[config.mk]
export PLATFORM = sky130hd
export DESIGN_NAME = cm0_acg_ctrl
export DESIGN_NICKNAME = d
export VERILOG_FILES = /design/src/rtl/cm0_acg_ctrl.sv
export SDC_FILE = /design/constraint.sdc
export NUM_CORES = 1
export LEC_CHECK = 0
export CAP_MARGIN = 5
export CORE_AREA = 8 8 45 47
export CTS_CLUSTER_DIAMETER = 100
export DETAILED_ROUTE_END_ITERATION = 10
export DIE_AREA = 0 0 53 55
export HOLD_SLACK_MARGIN = 0.08
export PLACE_DENSITY = 0.53
export SLEW_MARGIN = 40
export SYNTH_ARGS = -nofsm -noshare
export SYNTH_HDL_FRONTEND = slang
export SYNTH_SLANG_ARGS = --single-unit
[constraint.sdc]
create_clock -name HCLK -period 3 [get_ports HCLK]
set_input_delay 0.3 -clock HCLK [delete_from_list [all_inputs] [get_ports HCLK]]
set_output_delay 0.3 -clock HCLK [all_outputs]
set_load 0.01 [all_outputs]
[src/rtl/cm0_acg_ctrl.sv]
// -----------------------------------------------------------------------------
// cm0_acg_ctrl
//
// Clock-gate enable controller for one gated clock domain. Runs on the
// free-running HCLK and drives a registered, glitch-free enable into the
// domain's integrated clock-gate cell. It provides:
//   - a SLEEPREQ / SLEEPACK handshake,
//   - an idle-hysteresis count of IDLE_CYC cycles before gating,
//   - a fixed WAKE_CYC delay after re-enabling the clock before SLEEPACK drops.
//
// Optional feature macro: CM0_ACG_CTRL_FORCE_EN
//   defined   -> CLKFORCE port exists; 1 forces the clock on.
//   undefined -> no CLKFORCE port; behaves as if CLKFORCE = 0.
//
// Parameters:
//   IDLE_CYC  idle cycles before gating        (1 .. 2**CNTW)
//   WAKE_CYC  cycles from clock-on to ack drop (1 .. 2**CNTW)
//   CNTW      counter width
//
// Ports:
//   HCLK      in   free-running clock (never gated here)
//   HRESETn   in   asynchronous active-low reset
//   SLEEPREQ  in   level request to stop the domain clock
//   BUSY      in   domain activity; blocks or aborts gating
//   WAKEUP    in   wake event (level or pulse)
//   CLKFORCE  in   force clock on (only with CM0_ACG_CTRL_FORCE_EN)
//   GATE_EN   out  registered enable to the clock gate; 1 = clock runs
//   SLEEPACK  out  registered; 1 = clock stopped or not yet safely restarted
//   CLKSTAT   out  registered state: 00 RUN, 01 IDLE, 10 GATED, 11 WAKE
// -----------------------------------------------------------------------------
module cm0_acg_ctrl #(
    parameter int IDLE_CYC = 8,
    parameter int WAKE_CYC = 2,
    parameter int CNTW     = 4
) (
    input  logic       HCLK,
    input  logic       HRESETn,
    input  logic       SLEEPREQ,
    input  logic       BUSY,
    input  logic       WAKEUP,
`ifdef CM0_ACG_CTRL_FORCE_EN
    input  logic       CLKFORCE,
`endif
    output logic       GATE_EN,
    output logic       SLEEPACK,
    output logic [1:0] CLKSTAT
);

    typedef enum logic [1:0] {
        ST_RUN   = 2'b00,
        ST_IDLE  = 2'b01,
        ST_GATED = 2'b10,
        ST_WAKE  = 2'b11
    } state_t;

    localparam logic [CNTW-1:0] IDLE_LOAD = CNTW'(IDLE_CYC - 1);
    localparam logic [CNTW-1:0] WAKE_LOAD = CNTW'(WAKE_CYC - 1);

    state_t            r_state;
    state_t            w_state_nxt;
    logic [CNTW-1:0]   r_cnt;
    logic [CNTW-1:0]   w_cnt_nxt;
    logic              r_gate_en;
    logic              r_sleepack;
    logic              w_gate_en_nxt;
    logic              w_sleepack_nxt;
    logic              w_force;
    logic              w_abort;
    logic              w_wake_evt;

`ifdef CM0_ACG_CTRL_FORCE_EN
    assign w_force = CLKFORCE;
`else
    // Constant zero: all force terms fold away in synthesis.
    assign w_force = 1'b0;
`endif

    // Anything that cancels or blocks an idle pass.
    assign w_abort    = ~SLEEPREQ | BUSY | WAKEUP | w_force;
    // Events that end a gated period; BUSY alone does not restart the clock.
    assign w_wake_evt = WAKEUP | ~SLEEPREQ | w_force;

    // -------------------------------------------------------------------------
    // State, counter and output registers
    // -------------------------------------------------------------------------
    // NOTE: sequential state uses non-blocking assignments so every flop
    // samples the pre-edge values of the others.
    // NOTE: asynchronous reset forces RUN with the clock enabled, so a domain
    // caught in GATED restarts at once without a WAKE delay.
    always_ff @(posedge HCLK or negedge HRESETn) begin
        if (!HRESETn) begin
            r_state    <= ST_RUN;
            r_cnt      <= '0;
            r_gate_en  <= 1'b1;
            r_sleepack <= 1'b0;
        end else begin
            r_state    <= w_state_nxt;
            r_cnt      <= w_cnt_nxt;
            r_gate_en  <= w_gate_en_nxt;
            r_sleepack <= w_sleepack_nxt;
        end
    end

    // -------------------------------------------------------------------------
    // Next-state and counter logic
    // -------------------------------------------------------------------------
    // NOTE: every signal written here gets a default first so no latch is
    // inferred on any path.
    always_comb begin
        w_state_nxt = r_state;
        w_cnt_nxt   = r_cnt;
        unique case (r_state)
            ST_RUN: begin
                if (!w_abort) begin
                    w_state_nxt = ST_IDLE;
                    w_cnt_nxt   = IDLE_LOAD;
                end
            end
            ST_IDLE: begin
                // Abort wins over gating even with the counter at zero.
                if (w_abort) begin
                    w_state_nxt = ST_RUN;
                end else if (r_cnt == '0) begin
                    w_state_nxt = ST_GATED;
                end else begin
                    w_cnt_nxt   = r_cnt - 1'b1;
                end
            end
            ST_GATED: begin
                if (w_wake_evt) begin
                    w_state_nxt = ST_WAKE;
                    w_cnt_nxt   = WAKE_LOAD;
                end
            end
            ST_WAKE: begin
                // Inputs are ignored so the restart delay always completes.
                if (r_cnt == '0) begin
                    w_state_nxt = ST_RUN;
                end else begin
                    w_cnt_nxt   = r_cnt - 1'b1;
                end
            end
            default: begin
                w_state_nxt = ST_RUN;
            end
        endcase
    end

    // -------------------------------------------------------------------------
    // Output decode from next state (registered above, so no input reaches
    // an output combinationally and GATE_EN cannot glitch).
    // -------------------------------------------------------------------------
    always_comb begin
        w_gate_en_nxt  = (w_state_nxt != ST_GATED);
        w_sleepack_nxt = (w_state_nxt == ST_GATED) || (w_state_nxt == ST_WAKE);
    end

    assign GATE_EN  = r_gate_en;
    assign SLEEPACK = r_sleepack;
    assign CLKSTAT  = r_state;

endmodule

==> out/summary.txt <==
initial antenna violation count - 0
Routed Antenna Nets - 0
Fillers - 148
Worst Path Buf+Inv - 1
top-area cell type share of the netlist area - 0.419
Setup Skew - 3.63 ps
maximum vdd ir drop - 0.000421 V
vias in the first global route - 331
WL/cell - 12.1 um
setup violators final - 0
Cell Area, Placed - 513 sq um
final core occ - 0.390
Worst-path clk slew - 60 ps
sequential share of the synthesized area - 0.482
Setup TNS - 0 ps
H-Tree Depth - 1
most area-hungry cell type in the Yosys netlist - dfrtp_1
Num CTS Buffers - 3
Netlist cell types - 24
Mapped Cells - 41
total global routing overflow - 0
RD Place Congestion - 0.713
FMAX - 0.600 GHz
post-route insts no fill - 68
Post-Syn Nets - 47
asr flop ratio synth - 1.00
Die W - 53 um
DRC Markers - 0
Slowest cell on crit path - clkdlybuf4s50_1
PwrDens - 908 nW/um^2
Final Hold Viols - 0
placed insts - 64
Relative slew margins - 0.753
Hold Crit Class - in -> async
proportion of layout cells with a drive suffix above 1 - 0.115
Reg2Reg Depth - 6
register bit count reported by yosys - 8
worst-margin pin slew - 370 ps
WP data arrival - 1370 ps
cell with the most instances after synthesis - dfrtp_1
CTS tree - done
Static Leak - 0.240 nW
RR Startpoint - r_cnt[0]
largest cells by area after synthesis - dfrtp_1 (42%), dfstp_2 (6.3%), inv_1 (4.5%)
crit path cell chain - clkdlybuf4s50_1
# diodes - 0
die area - 2920 sq um
post-synthesis cell area - 418 sq um
router iterations before antenna repair - 4
main flop type after synthesis - dfrtp_1
root buf cell - clkbuf_4
Top delay family on crit path - buffers and inverters
hold-fix buffers at CTS - 0
critical path launch point - CLKSTAT[1]
RSZ-0062 raised after global routing - false
Max Cap Viol - 0
Worst Setup End Kind - output pin
Synth warnings - 0
initial core utilization - 0.302
IO Count - 9
most frequent cells after synthesis - dfrtp_1 (7), inv_1 (5), a21oi_1 (3)
status - complete, no violations
Final Max Tran Viols - 0
PnR worst setup slack - 1330 ps
Initial DRC Count - 4
Rows - 14
first-pass GRT wire length - 1340 um
Clock Path Buffers - 2
Synth Area per Inst - 10.2 sq um
max incr delay on CP - 600 ps
fin crit share - 0.556
# clock sinks - 8
CTS resizes - 0
port bufs - 8
Nets - 59
Crit path required time - 2700 ps
number of synthesized flops with an enable pin - 0
via/cell ratio - 4.81
Area Overhead vs Synth - 29.0%
largest net degree at the start of global routing - 11
Stages on worst setup path - 1
Final Instance Area - 539 sq um
kind of critical path - reg -> out
total setup buffers inserted after CTS - 0
vias - 327
die height - 55 um
Startpoint Class - flop
Global Route Usage Sum - 0.0655
total wire length - 820 um
dpl ws - 1180 ps
CP max FO - 10
hpwl dp - 644 um
Core ar. - 1380 sq um
Worst-Skew Late Latency - 250 ps
min Tclk post-route - 1670 ps
[routing by layer]
metal  GRT usage  vias up  part of all wire
li1            -      168                 -
met5           0        -                 0
met3      0.0561        0              0.13
met2      0.0996        9              0.45
met1      0.0635      150              0.42
met4      0.0259        0                 0
[metrics by stage]
stage                     hold WS, ps  power (mW)
final                             327       0.490
after CTS                         332       0.498
after global placement            526       0.401
after floorplan                  4.41       0.328
after global routing              357       0.534
after detailed placement          537       0.405
[area by class of cell]
class	count	area, sq um	share of cell area
Clock buffer	4	26.3	0.0487
Inverter	5	18.8	0.0348
Multi-Input combinational cell	27	193	0.357
Sequential cell	8	201	0.374
Tap cell	16	20.0	0.0371
Timing Repair Buffer	8	80.1	0.148
[final timing paths]
check	to	slack, ps
setup / recovery	CLKSTAT[1]	1330
hold / removal	r_cnt[1]	330
setup reg to reg	r_cnt[3]	1420
hold reg to reg	r_cnt[1]	560
max in group asynchronous	GATE_EN	2360
min in group HCLK	r_cnt[1]	560
[cell families after synthesis]
family / Yosys count / share of synthesized area
adders and majority gates: 1 / 0.0299
AOI/OAI and AO/OA: 13 / 0.225
and+or+nand+nor: 12 / 0.183
muxes: 1 / 0.0240
buffers and inverters: 6 / 0.0569
DFF: 8 / 0.482
[sequential cells by signal (all words and copies together), names as in the netlist]
| signal | cells |
|---|---|
| CLKSTAT | 2 |
| GATE_EN | 1 |
| SLEEPACK | 1 |
| r_cnt | 4 |
[power by group]
part / total (mW) / internal, mW / switching, mW
sequential: 0.197 / 0.154 / 0.0426
clock: 0.0874 / 0.0509 / 0.0366
combinational: 0.206 / 0.105 / 0.101
[cell usage in the layout, fill, tap and decap left out, types with 2 or more instances in the layout]
cell,netlist,routed
clkbuf_4,0,3
o31ai_1,2,2
nand2_1,2,2
clkdlybuf4s50_1,0,8
nor2_1,2,2
nand2b_1,2,2
dfrtp_1,7,7
o21ai_0,2,2
a21oi_1,3,3
inv_1,5,5
No activity file was read; power rests on OpenSTA's default activity.
